## src/rtl/match_round_controller_pkg.sv

```systemverilog
// Shared state and KO-result encodings plus default tuning for the round sequencer.
package match_pkg;

  typedef enum logic [2:0] {
    S_FULLRST,
    S_RNDRST,
    S_COUNT,
    S_FIGHT,
    S_KO,
    S_MATCH
  } state_t;

  localparam logic [1:0] W_NONE = 2'b00;
  localparam logic [1:0] W_P1   = 2'b01;
  localparam logic [1:0] W_P2   = 2'b10;
  localparam logic [1:0] W_DRAW = 2'b11;

  localparam int DEF_TICK_HZ       = 20;
  localparam int DEF_COUNTDOWN_S   = 3;
  localparam int DEF_KO_TICKS      = 40;
  localparam int DEF_HOLD_TICKS    = 40;
  localparam int DEF_RESET_TICKS   = 2;
  localparam int DEF_ROUNDS_TO_WIN = 2;
  localparam int DEF_ROUND_TIME_S  = 60;

  function automatic logic [1:0] sat_inc(input logic [1:0] v, input logic [1:0] lim);
    return (v >= lim) ? v : v + 2'd1;
  endfunction

endpackage

```

## src/rtl/match_round_controller_hold_detector.sv

```systemverilog
// Counts consecutive ticks with i_in high; o_held pulses on every tick that completes
// (or extends past) HOLD_TICKS. The counter saturates and clears on any tick with i_in low.
module hold_detector #(
  parameter int HOLD_TICKS = 40
) (
  input  logic i_clk,
  input  logic i_reset,
  input  logic i_tick,
  input  logic i_in,
  output logic o_held
);

  localparam int CW = $clog2(HOLD_TICKS + 1);

  logic [CW-1:0] r_cnt;

  always_ff @(posedge i_clk) begin
    if (i_reset) begin
      r_cnt <= '0;
    end else if (i_tick) begin
      if (!i_in)
        r_cnt <= '0;
      else if (r_cnt != CW'(HOLD_TICKS))
        r_cnt <= r_cnt + CW'(1);
    end
  end

  assign o_held = i_tick & i_in & (r_cnt >= CW'(HOLD_TICKS - 1));

endmodule

```

## src/rtl/match_round_controller.sv

```systemverilog
// Round/match sequencer: round resets, countdown, fight gating, KO freeze, best-of-N scoring.
// Define ROUND_TIMER_EN to add the per-round clock that ends a fight on health comparison.
module match_round_controller
  import match_pkg::*;
#(
  parameter int TICK_HZ       = DEF_TICK_HZ,
  parameter int COUNTDOWN_S   = DEF_COUNTDOWN_S,
  parameter int KO_TICKS      = DEF_KO_TICKS,
  parameter int HOLD_TICKS    = DEF_HOLD_TICKS,
  parameter int RESET_TICKS   = DEF_RESET_TICKS,
  parameter int ROUNDS_TO_WIN = DEF_ROUNDS_TO_WIN,
  parameter int ROUND_TIME_S  = DEF_ROUND_TIME_S
) (
  input  logic       i_clk,
  input  logic       i_reset,
  input  logic       i_tick,
  input  logic [1:0] i_winner,
  input  logic [8:0] i_health_1,
  input  logic [8:0] i_health_2,
  input  logic       i_restart_btn,
  input  logic       i_force_btn,
  output logic       o_round_reset,
  output logic       o_controls_en,
  output logic [3:0] o_countdown,
  output logic [2:0] o_round_num,
  output logic [1:0] o_p1_wins,
  output logic [1:0] o_p2_wins,
  output logic       o_match_over,
  output logic [1:0] o_match_winner,
  output logic [6:0] o_round_time
);

  localparam int CNT_MAX_A = (RESET_TICKS > TICK_HZ) ? RESET_TICKS : TICK_HZ;
  localparam int CNT_MAX   = (CNT_MAX_A > KO_TICKS) ? CNT_MAX_A : KO_TICKS;
  localparam int CW        = $clog2(CNT_MAX + 1);
  localparam logic [1:0] RTW = 2'(ROUNDS_TO_WIN);
`ifdef ROUND_TIMER_EN
  localparam logic [6:0] RT_LOAD = 7'(ROUND_TIME_S);
`else
  localparam logic [6:0] RT_LOAD = 7'd0;
  logic w_unused_cfg;
  assign w_unused_cfg = ^{i_health_1, i_health_2, 7'(ROUND_TIME_S)};
`endif

  state_t        r_state, w_state;
  logic [CW-1:0] r_cnt, w_cnt;
  logic [3:0]    r_countdown, w_countdown;
  logic [2:0]    r_round_num, w_round_num;
  logic [1:0]    r_p1, w_p1, r_p2, w_p2, r_mwin, w_mwin;
  logic [6:0]    r_round_time, w_round_time;
  logic [1:0]    w_credit;
  logic          r_round_reset, r_controls_en, r_match_over;

  // Index 0: restart (only counts while the match is over); index 1: force.
  logic [1:0] w_hold_in, w_held;
  assign w_hold_in[0] = i_restart_btn & (r_state == S_MATCH);
  assign w_hold_in[1] = i_force_btn;

  generate
    for (genvar gi = 0; gi < 2; gi++) begin : g_hold
      hold_detector #(.HOLD_TICKS(HOLD_TICKS)) u_hold (
        .i_clk  (i_clk),
        .i_reset(i_reset),
        .i_tick (i_tick),
        .i_in   (w_hold_in[gi]),
        .o_held (w_held[gi])
      );
    end
  endgenerate

  always_comb begin
    w_state      = r_state;
    w_cnt        = r_cnt;
    w_countdown  = r_countdown;
    w_round_num  = r_round_num;
    w_p1         = r_p1;
    w_p2         = r_p2;
    w_mwin       = r_mwin;
    w_round_time = r_round_time;
    w_credit     = W_NONE;
    if (i_tick) begin
      if (w_held[1] || w_held[0]) begin
        w_state      = S_FULLRST;
        w_cnt        = '0;
        w_countdown  = 4'd0;
        w_round_num  = 3'd1;
        w_p1         = 2'd0;
        w_p2         = 2'd0;
        w_mwin       = W_NONE;
        w_round_time = RT_LOAD;
      end else begin
        case (r_state)
          S_FULLRST, S_RNDRST: begin
            if (r_cnt == CW'(RESET_TICKS - 1)) begin
              w_state      = S_COUNT;
              w_cnt        = '0;
              w_countdown  = 4'(COUNTDOWN_S);
              w_round_time = RT_LOAD;
            end else begin
              w_cnt = r_cnt + CW'(1);
            end
          end
          S_COUNT: begin
            if (r_cnt == CW'(TICK_HZ - 1)) begin
              w_cnt       = '0;
              w_countdown = r_countdown - 4'd1;
              if (r_countdown == 4'd1)
                w_state = S_FIGHT;
            end else begin
              w_cnt = r_cnt + CW'(1);
            end
          end
          S_FIGHT: begin
            w_credit = i_winner;
`ifdef ROUND_TIMER_EN
            // A real KO on the timeout tick takes precedence over the health decision.
            if (r_cnt == CW'(TICK_HZ - 1)) begin
              w_cnt = '0;
              if (r_round_time != 7'd0)
                w_round_time = r_round_time - 7'd1;
              if (r_round_time == 7'd1 && i_winner == W_NONE)
                w_credit = (i_health_1 > i_health_2) ? W_P1 :
                           (i_health_2 > i_health_1) ? W_P2 : W_DRAW;
            end else begin
              w_cnt = r_cnt + CW'(1);
            end
`endif
            if (w_credit != W_NONE) begin
              w_state = S_KO;
              w_cnt   = '0;
              if (w_credit[0]) w_p1 = sat_inc(r_p1, RTW);
              if (w_credit[1]) w_p2 = sat_inc(r_p2, RTW);
            end
          end
          S_KO: begin
            if (r_cnt == CW'(KO_TICKS - 1)) begin
              w_cnt = '0;
              if (r_p1 == RTW || r_p2 == RTW) begin
                w_state = S_MATCH;
                w_mwin  = {r_p2 == RTW, r_p1 == RTW};
              end else begin
                w_state      = S_RNDRST;
                w_round_time = RT_LOAD;
                if (r_round_num != 3'd7)
                  w_round_num = r_round_num + 3'd1;
              end
            end else begin
              w_cnt = r_cnt + CW'(1);
            end
          end
          default: ;
        endcase
      end
    end
  end

  always_ff @(posedge i_clk) begin
    if (i_reset) begin
      r_state       <= S_FULLRST;
      r_cnt         <= '0;
      r_countdown   <= 4'd0;
      r_round_num   <= 3'd1;
      r_p1          <= 2'd0;
      r_p2          <= 2'd0;
      r_mwin        <= W_NONE;
      r_round_time  <= RT_LOAD;
      r_round_reset <= 1'b1;
      r_controls_en <= 1'b0;
      r_match_over  <= 1'b0;
    end else begin
      r_state       <= w_state;
      r_cnt         <= w_cnt;
      r_countdown   <= w_countdown;
      r_round_num   <= w_round_num;
      r_p1          <= w_p1;
      r_p2          <= w_p2;
      r_mwin        <= w_mwin;
      r_round_time  <= w_round_time;
      r_round_reset <= (w_state == S_FULLRST) || (w_state == S_RNDRST);
      r_controls_en <= (w_state == S_FIGHT);
      r_match_over  <= (w_state == S_MATCH);
    end
  end

  assign o_round_reset  = r_round_reset;
  assign o_controls_en  = r_controls_en;
  assign o_countdown    = r_countdown;
  assign o_round_num    = r_round_num;
  assign o_p1_wins      = r_p1;
  assign o_p2_wins      = r_p2;
  assign o_match_over   = r_match_over;
  assign o_match_winner = r_mwin;
  assign o_round_time   = r_round_time;

endmodule

```

## config.mk

```make
export PLATFORM = sky130hd
export DESIGN_NAME = match_round_controller
export DESIGN_NICKNAME = d
export VERILOG_FILES = /design/src/rtl/match_round_controller_pkg.sv /design/src/rtl/match_round_controller_hold_detector.sv /design/src/rtl/match_round_controller.sv
export SDC_FILE = /design/constraint.sdc
export NUM_CORES = 1
export LEC_CHECK = 0
export CORE_ASPECT_RATIO = 1.2
export CORE_MARGIN = 2
export CORE_UTILIZATION = 50
export DETAILED_ROUTE_END_ITERATION = 12
export PLACE_DENSITY = 0.78
export SKIP_CTS_REPAIR_TIMING = 1
export SLEW_MARGIN = 5
export SYNTH_ARGS = -nofsm -noshare
export SYNTH_HDL_FRONTEND = slang
export SYNTH_SLANG_ARGS = --single-unit
```

## constraint.sdc

```tcl
create_clock -name i_clk -period 3 [get_ports i_clk]
set_input_delay 0.6 -clock i_clk [delete_from_list [all_inputs] [get_ports i_clk]]
set_output_delay 0.6 -clock i_clk [all_outputs]
set_load 0.01 [all_outputs]
```

=== Yosys cells after proc, flatten, opt, wreduce, memory -nomap -nowiden ===
Cells that the tools add are included.

* Bits in registers: 44
* Bits of input ports: 25
* Output and inout bits: 23
* Logic and storage cells: 130

* Add/sub/neg operators: 7
* $lt $le $gt $ge: 4
* Equality and inequality tests: 27
* Multiplexer cells: 47
* Bitwise operators: 5
* Reduce and logical (&&, ||, !) cells: 27

{| class="wikitable"
|+ Operator list
! kind !! number
|-
| $mux 6 || 9
|-
| $mux 3 || 13
|-
| $mux 2 || 14
|-
| $mux 7 || 4
|-
| $pmux 6 s4 || 1
|-
| $reduce_and 5->1 || 4
|-
| $add 6x1->6 const B || 3
|-
| $ne 3x3->1 const B || 6
|-
| $reduce_bool 2->1 || 9
|-
| $pmux 7 s2 || 1
|-
| $ge 6x6->1 const B || 2
|-
| $mux 4 || 3
|-
| $ne 6x6->1 const B || 2
|-
| $pmux 3 s4 || 1
|-
| $eq 3x2->1 const B || 3
|-
| $eq 3x3->1 const B || 3
|-
| $ne 2x2->1 const B || 4
|-
| $pmux 4 s2 || 1
|-
| $reduce_and 4->1 || 2
|-
| $eq 3x1->1 const B || 2
|-
| $eq 6x1->1 const B || 1
|-
| $eq 6x5->1 const B || 1
|-
| $eq 6x6->1 const B || 1
|-
| $logic_not 3->1 || 2
|-
| 14 further kinds || 25
|}

=== Longest topological paths before layout ===
Gate-level depths: netlist of the first run.

* Depth in word-level cells: 9
* Gate-level depth with buffers: 7
* Gate-level depth less buffers: 7

=== Modules after synthesis ===
Synthesis of the first run repeated with hierarchy kept, for this count alone.

* Cells, all modules: 297
* Area, all modules: 2412.3 um2

{| class="wikitable"
|+ Modules (own cells, without submodules)
! module !! instances !! cells each !! area each (um2) !! seq. area each (um2)
|-
| match_round_controller || 1 || 197 || 1599.0 || 500.5
|-
| hold_detector || 2 || 50 || 406.6 || 120.1
|}

=== Worst setup path after synthesis of the first run ===
Ideal clock, no wire load.

* Kind: register -> register
* From: register g_hold[0].u_hold.r_cnt[0]
* To: register r_cnt[1]
* Setup time: 0.070 ns
* Arrival time: 1.719 ns
* Data required time: 2.930 ns
* Slack: 1.211 ns
* Cell stages (with the launch flop): 7
* Path buffers: 0
* Period minus slack after synthesis: 1.789 ns
* Cell sequence: dfxtp_1 > ha_1 > a211oi_1 > o32a_1 > nand3_1 > or3_1 > o2bb2ai_1

* Word-level cells in the longest chain between the ends: 5
* Elaborated cells between the ends (all ways): 7
* Those cells by class: order compare (1); eq/ne (1); mux (1); bitwise (1); reduce/logical (3)

{| class="wikitable"
|+ Ends and longest elaborated chain
! element !! RTL line !! text
|-
| start: declaration || match_round_controller_hold_detector.sv:15 || <nowiki>logic [CW-1:0] r_cnt;</nowiki>
|-
| start signal: assignment || match_round_controller_hold_detector.sv:24 || <nowiki>r_cnt <= r_cnt + CW'(1);</nowiki>
|-
| $ge 6x6->1 * || match_round_controller_hold_detector.sv:28 || <nowiki>assign o_held = i_tick & i_in & (r_cnt >= CW'(HOLD_TICKS - 1));</nowiki>
|-
| $and 1x1->1 * || match_round_controller_hold_detector.sv:28 ||
|-
| $logic_or 1x1->1 * || match_round_controller.sv:82 || <nowiki>if (w_held[1] || w_held[0]) begin</nowiki>
|-
| $ne 3x3->1 (no line) or $reduce_bool 5->1 (tied branches) || - ||
|-
| $reduce_and 3->1 (no line) || - ||
|-
| end signal: assignment || match_round_controller.sv:172 || <nowiki>r_cnt <= w_cnt;</nowiki>
|-
| end: declaration || match_round_controller.sv:46 || <nowiki>logic [CW-1:0] r_cnt, w_cnt;</nowiki>
|}

Every way passes the cells marked *; elsewhere a longest branch is shown, timed or not.
A chain may end at the register's enable or synchronous reset.

=== Worst setup path after layout of the first run ===
* From: input port i_tick
* To: register r_round_num[0], in the netlist o_round_num[0]

* Word-level cells in the longest chain between the ends: 5
* Elaborated cells between the ends (all ways): 11
* Those cells by class: eq/ne (1); mux (1); bitwise (4); reduce/logical (5)

{| class="wikitable"
|+ Ends and longest elaborated chain
! element !! RTL line !! text
|-
| start: declaration || match_round_controller.sv:16 || <nowiki>input logic i_tick,</nowiki>
|-
| $and 1x1->1 (2 in a row) || match_round_controller_hold_detector.sv:28 ||
|-
| $logic_or 1x1->1 || match_round_controller.sv:82 ||
|-
| $ne 2x2->1 (no line) or $reduce_bool 2->1 (tied branches) || - ||
|-
| $reduce_and 5->1 (no line) || - ||
|-
| end signal: assignment || match_round_controller.sv:174 || <nowiki>r_round_num <= w_round_num;</nowiki>
|-
| end: declaration || match_round_controller.sv:48 || <nowiki>logic [2:0] r_round_num, w_round_num;</nowiki>
|}

Parallel ways exist; a longest one is shown, timed or not.

==> results.sh, run 1 <==
export IMPL_cp_top_family="buffers and inverters"
export IMPL_rows=27
export IMPL_n_antenna_cell=0
export IMPL_fmax_ghz=0.460
export IMPL_drc=0
export IMPL_htreeDepth=2
export IMPL_yosysTopAreaCell="dfxtp_1"
export IMPL_rsz0062_at_grt="false"
export IMPL_worstPathCellList="clkdlybuf4s50_1 -> buf_4 -> and4_1 -> nor4b_4 -> xnor2_1 -> nand3_1"
export IMPL_numCtsBuffers=5
export IMPL_clkTransAtPathRegs_ns=0.08
export IMPL_synth_edf_count=0
export IMPL_ant_nets=0
export IMPL_final_hold_violation_count=0
export IMPL_cts_root_buffer="clkbuf_8"
export IMPL_wl_per_cell_um=14.0
export IMPL_cp_end_kind="register"
export IMPL_mostFrequentLayoutCell="dfxtp_1"
export IMPL_rrSetupSlack_ns=0.83
export IMPL_grt_antenna_before_repair=0
export IMPL_crit_type="input pin to register"
export IMPL_finalClockSkew_ns=0.00842
export IMPL_synth_cells=269
export IMPL_seq_area_frac_synth_pct=32.1
export IMPL_clk_latency_ns=0.30
export IMPL_grt_pass1_vias=1826
export IMPL_pwr_density_cell_nw_per_um2=407
export IMPL_regToRegStartpoint="r_state[1]$_SDFF_PP0_"
export IMPL_timing_final_crit_share_pct=72.5
export IMPL_vdd_drop_max_mv=0.288
export IMPL_first_iter_violations=102
export IMPL_yosysWarnings=0
export IMPL_cp_endpoint="o_round_num[0]$_SDFFE_PP1P_"
export IMPL_p_leak_nw=0.989
export IMPL_crit_path_max_fanout=11
export IMPL_start_util_pct=50.9
export IMPL_synth_area_top_cells="dfxtp_1, ha_1, nor2_1"
export IMPL_cts_path_max_buffers=2
export IMPL_hp_class="register to register"
export IMPL_dr_total_vias=2000
export IMPL_gr_usage_all_layers_pct=20.8
export IMPL_period_minus_slack_ns=2.18
export IMPL_cp_num_cells=6
export IMPL_ys_flop_type="dfxtp_1"
export IMPL_vias_per_cell=5.73
export IMPL_grt_max_degree=19
export IMPL_die_x_um=66.0
export IMPL_drv_cap=0
export IMPL_wl_um=4880
export IMPL_startpoint="i_tick"
export IMPL_slew_violations=0
export IMPL_finalWeightedCongestion=0.831
export IMPL_use_met2_pct=33.8
export IMPL_clock_sinks=37
export IMPL_busiest_layer="met2"
export IMPL_outcome="completed"
export IMPL_finalNetCount=327
export IMPL_dp_slack_ns=0.511
export IMPL_overflow=0
export IMPL_setup_tns_ns=0
export IMPL_crit_buf_inv=2
export IMPL_arrival_ns=2.34
export IMPL_pin_count=48
export IMPL_timing_final_ws_setup_ns=0.824
export IMPL_final_cell_mix="dfxtp_1, nor2_1, clkdlybuf4s50_1"
export IMPL_r2r_end="o_countdown[2]$_SDFFE_PP0P_"
export IMPL_syn_avg_cell_area_um2=8.57
export IMPL_die_area_um2=5170
export IMPL_max_stage_delay_ns=0.68
export IMPL_cp_start_kind="input pin"
export IMPL_use_met1_pct=27.0
export IMPL_worst_pin_slew_ns=0.609
export IMPL_cp_required_ns=3.16
export IMPL_ys_ff_latch=37
export IMPL_area_growth_pct=15.4
export IMPL_drive_gt1_share_pct=9.62
export IMPL_slew_headroom_pct=59.0
export IMPL_reg2reg_depth=5
export IMPL_synth_area_um2=2300
export IMPL_die_height_um=78.4
export IMPL_cpMaxStageDelayCell="clkdlybuf4s50_1"
export IMPL_synth_top_area_share_pct=32.1
export IMPL_grt_pass1_wl_um=8460
export IMPL_grt_util_met3_pct=3.87
export IMPL_core_um2=4530
export IMPL_dr_pass1_iters=4
export IMPL_port_buffers=22
export IMPL_synthArstFlopShare_pct=0
export IMPL_cts_tree="done"
export IMPL_synthDistinctLibCells=63
export IMPL_setup_violations=0
export IMPL_dp_final_hpwl_um=3470
==> through the flow <==
step / power, mW / std cells / instance area (µm²) / hold WS, ns / util [%]
finish: 1.08 / 349 / 2660 / 0.473 / 58.7
global route: 1.13 / 349 / 2660 / 0.502 / 58.7
CTS: 1.09 / 349 / 2660 / 0.476 / 58.7
detailed placement: 0.631 / 341 / 2540 / 0.459 / 56.1
global placement: 0.630 / 341 / 2540 / 0.460 / 56.1
floorplan: 0.603 / 275 / 2330 / 0.471 / -
==> worst min-delay path: cells and delay by family (launching register included) <==
family	cells	cell delay (ns)
flip-flops	1	0.33
AND/OR/NAND/NOR	1	0.05
AO/OA/AOI/OAI	1	0.05
==> cell usage after synthesis, types with 2 or more instances <==
library cell,n
nand3b_1,3
a21oi_1,16
o21ai_1,3
buf_4,9
nor2b_1,2
xnor2_1,6
a211oi_1,4
nand2_1,18
dfxtp_1,37
nand3_1,14
nand4_1,7
nor2_1,30
xor2_1,6
o211ai_1,4
or3_1,4
a221oi_2,2
ha_1,12
a31oi_1,6
nor3_1,3
inv_1,16
nor4b_2,3
a21o_1,3
buf_2,5
nor4_1,2
and3_1,4
nor4bb_1,2
clkbuf_1,2
o21ai_0,7
o21a_1,4
nand2b_1,2
==> kinds of logic (layout without fill, tap and decap cells) <==
group	after synthesis	after routing	synth area share, %
xor+xnor	12	12	4.56
flops	37	37	32.1
simple gates	106	106	27.7
fa+ha+maj	12	12	6.51
other cells	1	7	0.163
buf+inv	33	49	7.11
compound gates	68	68	21.8
==> layer usage <==
metal | wire (µm) | part of all wire [%]
met1 | 2190 | 45
met3 | 192 | 3.9
met2 | 2420 | 49
met4 | 82 | 1.7
met5 | 0 | 0
==> state kept, by name, summed over array words and instances, names as in the netlist <==
| name | count |
|---|---|
| o_round_reset | 1 |
| o_p1_wins | 2 |
| o_p2_wins | 2 |
| o_match_winner | 2 |
| r_cnt | 6 |
| o_controls_en | 1 |
| o_round_num | 3 |
| r_state | 3 |
| o_countdown | 4 |
| o_match_over | 1 |
| g_hold.u_hold.r_cnt | 12 |
==> how the worst min path moves through the flow <==
stage / start / endpoint / slack, ns / cells after the start
3_5_place_dp: o_match_winner[1]$_SDFFE_PP0P_ / o_match_winner[1]$_SDFFE_PP0P_ / 0.46 / 2
5_1_grt: o_match_winner[0]$_SDFFE_PP0P_ / o_match_winner[0]$_SDFFE_PP0P_ / 0.50 / 2
3_3_place_gp: o_match_winner[1]$_SDFFE_PP0P_ / o_match_winner[1]$_SDFFE_PP0P_ / 0.46 / 2
6_report: o_match_winner[0]$_SDFFE_PP0P_ / o_match_winner[0]$_SDFFE_PP0P_ / 0.47 / 2
2_1_floorplan: r_cnt[0]$_SDFFE_PP0P_ / r_cnt[0]$_SDFFE_PP0P_ / 0.47 / 1
4_1_cts: o_match_winner[0]$_SDFFE_PP0P_ / o_match_winner[0]$_SDFFE_PP0P_ / 0.48 / 2
==> where the power goes <==
| group | switching (mW) | internal (mW) | leakage, nW |
|---|---|---|---|
| clock network | 0.191 | 0.270 | 0.0574 |
| logic | 0.0625 | 0.0447 | 0.633 |
| registers | 0.0134 | 0.500 | 0.299 |
==> cell type report <==
type                       instances  area, µm²
clock inverter                     2       37.5
clock buffer                       6       82.6
tap                               58       72.6
multi-input combinational        205       1420
fill                             432       1870
sequential                        37        741
timing repair buffer              25        243
inverter                          16       60.1
Note: power is estimated with default switching activity, not from simulation.
==> run 2, diff against run 1 <==
- CORE_UTILIZATION: 50 -> 46
- PLACE_DENSITY: 0.78 -> 0.76
- clock period: 3 -> 1.8 ns (I/O delays scaled with it)
==> run 2 against run 1 <==
The run now ends with setup timing left. Sequential power increased by 65%. Combinational power increased by 140%. Register-to-register slack got worse by 0.83 ns. Die area increased by 8.2%. Global-route usage increased by 1.7 points. Utilization increased by 8.0 points. Critical path type is now register to register.
==> results.sh, run 2 (synthesized netlist as in run 1, its figures left out) <==
export IMPL_finalPower_mw=1.85
export IMPL_dp_cells=397
export IMPL_reg2reg_depth=5
export IMPL_hp_class="register to register"
export IMPL_cts_path_max_buffers=2
export IMPL_grt_max_degree=16
export IMPL_crit_type="register to register"
export IMPL_cts_tree="done"
export IMPL_cp_start_kind="register"
export IMPL_vdd_drop_max_mv=0.440
export IMPL_cp_required_ns=2.00
export IMPL_ant_nets=0
export IMPL_p_leak_nw=1.29
export IMPL_clkTransAtPathRegs_ns=0.08
export IMPL_die_height_um=81.5
export IMPL_die_x_um=68.6
export IMPL_htreeDepth=2
export IMPL_grt_pass1_vias=2145
export IMPL_crit_path_max_fanout=7
export IMPL_cpMaxStageDelayCell="or3b_4"
export IMPL_numCtsBuffers=5
export IMPL_rrSetupSlack_ns=-0.005
export IMPL_timing_final_crit_share_pct=100
export IMPL_vias_per_cell=5.71
export IMPL_dp_final_hpwl_um=4310
export IMPL_finalNonFillerCells=406
export IMPL_finalWeightedCongestion=0.864
export IMPL_drv_cap=0
export IMPL_rsz0062_at_grt="true"
export IMPL_port_buffers=22
export IMPL_cp_top_family="simple AND/OR/NAND/NOR gates"
export IMPL_drive_gt1_share_pct=31.8
export IMPL_setup_tns_ns=-0.00581
export IMPL_slew_violations=0
export IMPL_cp_end_kind="register"
export IMPL_seq_area_um2=761
export IMPL_wl_per_cell_um=15.7
export IMPL_final_area_um2=3250
export IMPL_die_area_um2=5590
export IMPL_mostFrequentLayoutCell="buf_4"
export IMPL_setup_violations=2
export IMPL_violations="setup timing"
export IMPL_final_cell_mix="buf_4, nor2_1, dfxtp_1"
export IMPL_regToRegStartpoint="r_state[2]$_SDFF_PP0_"
export IMPL_largest_reg_flops=12
export IMPL_drc=0
export IMPL_fmax_ghz=0.554
export IMPL_finalClockSkew_ns=0.00659
export IMPL_pwr_density_cell_nw_per_um2=569
export IMPL_area_growth_pct=41.1
export IMPL_largest_register="g_hold.u_hold.r_cnt"
export IMPL_cts_root_buffer="clkbuf_8"
export IMPL_multi_input_area_um2=1570
export IMPL_outcome="complete, but fails checks"
export IMPL_crit_buf_inv=0
export IMPL_hold_end="o_match_winner[1]$_SDFFE_PP0P_"
export IMPL_r2r_end="o_match_over$_SDFF_PP0_"
export IMPL_wl_um=6380
export IMPL_timing_final_ws_setup_ns=-0.00487
export IMPL_clk_latency_ns=0.30
export IMPL_period_minus_slack_ns=1.80
export IMPL_finalNetCount=382
export IMPL_start_util_pct=47.3
export IMPL_dr_pass1_iters=4
export IMPL_grt_pass1_wl_um=9580
export IMPL_rows=28
export IMPL_gr_usage_all_layers_pct=22.4
export IMPL_worstPathCellList="or3b_4 -> nor4b_4 -> and3_4 -> o21ai_2 -> a2111oi_2"
export IMPL_dr_total_vias=2320
export IMPL_core_um2=4870
export IMPL_clock_sinks=37
export IMPL_min_from="o_match_winner[1]$_SDFFE_PP0P_"
export IMPL_max_stage_delay_ns=0.43
export IMPL_pin_count=48
export IMPL_overflow=0
export IMPL_dpl_cell_area_um2=2950
export IMPL_arrival_ns=2.01
export IMPL_final_hold_violation_count=0
export IMPL_fillers=367
export IMPL_n_antenna_cell=0
export IMPL_grt_antenna_before_repair=0
export IMPL_worstHoldPathCells=2
export IMPL_first_iter_violations=110
run 2: cell count changes in the layout (fill, tap and decap cells not counted), sizes merged:
cell,delta
clkinv,+1
buf,+55
dlymetal6s2s,+1
clkbuf,-1
clkdlybuf4s50,-1
run 2: stage by stage:
stage,setup WS [ns],util (%),hold slack [ns]
CTS,-0.221,62.9,0.466
global placement,-0.328,60.5,0.441
floorplan,0.0111,-,0.437
detailed placement,-0.354,60.5,0.453
finish,-0.00487,66.8,0.459
global route,-0.0768,66.8,0.476
run 2: final cells by class:
class                   count  area share (%)
flip-flops and latches     37            23.4
multi-input cells         205            48.3
well taps                  60            2.31
repair buffers             80            20.6
clock inverters             3            1.42
inverters                  16            1.85
clock buffers               5            2.12
run 2: worst reg2reg max path, cell delays in order (launching register included):
cell and delay (ns):
dfxtp_4 0.38, or3b_4 0.43, nor4b_4 0.26, and3_4 0.23, o21ai_2 0.08, a2111oi_2 0.34
run 2: worst max-delay path by stage:
stage / startpoint / end / slack (ns) / cells after the start
5_1_grt: g_hold[1].u_hold.r_cnt[0]$_SDFFE_PP0P_ / r_cnt[2]$_SDFFE_PP0P_ / -0.08 / 7
3_3_place_gp: i_restart_btn / o_match_winner[1]$_SDFFE_PP0P_ / -0.33 / 6
4_1_cts: g_hold[1].u_hold.r_cnt[0]$_SDFFE_PP0P_ / r_cnt[1]$_SDFFE_PP0P_ / -0.22 / 7
2_1_floorplan: g_hold[0].u_hold.r_cnt[0]$_SDFFE_PP0P_ / r_cnt[1]$_SDFFE_PP0P_ / 0.01 / 6
6_report: r_state[2]$_SDFF_PP0_ / o_match_over$_SDFF_PP0_ / -0.005 / 5
3_5_place_dp: i_restart_btn / o_match_winner[1]$_SDFFE_PP0P_ / -0.35 / 6
run 2: power breakdown:
group	switching (mW)	internal [mW]
logic	0.135	0.123
registers	0.0181	0.830
clock network	0.331	0.415
run 2: layer usage:
metal,up-vias,share of wire [%],global-route usage [%]
li1,1117,-,-
met1,1103,39,25.9
met2,79,53,39.7
met3,21,5.0,4.25
met4,0,2.8,9.20
met5,-,0,0
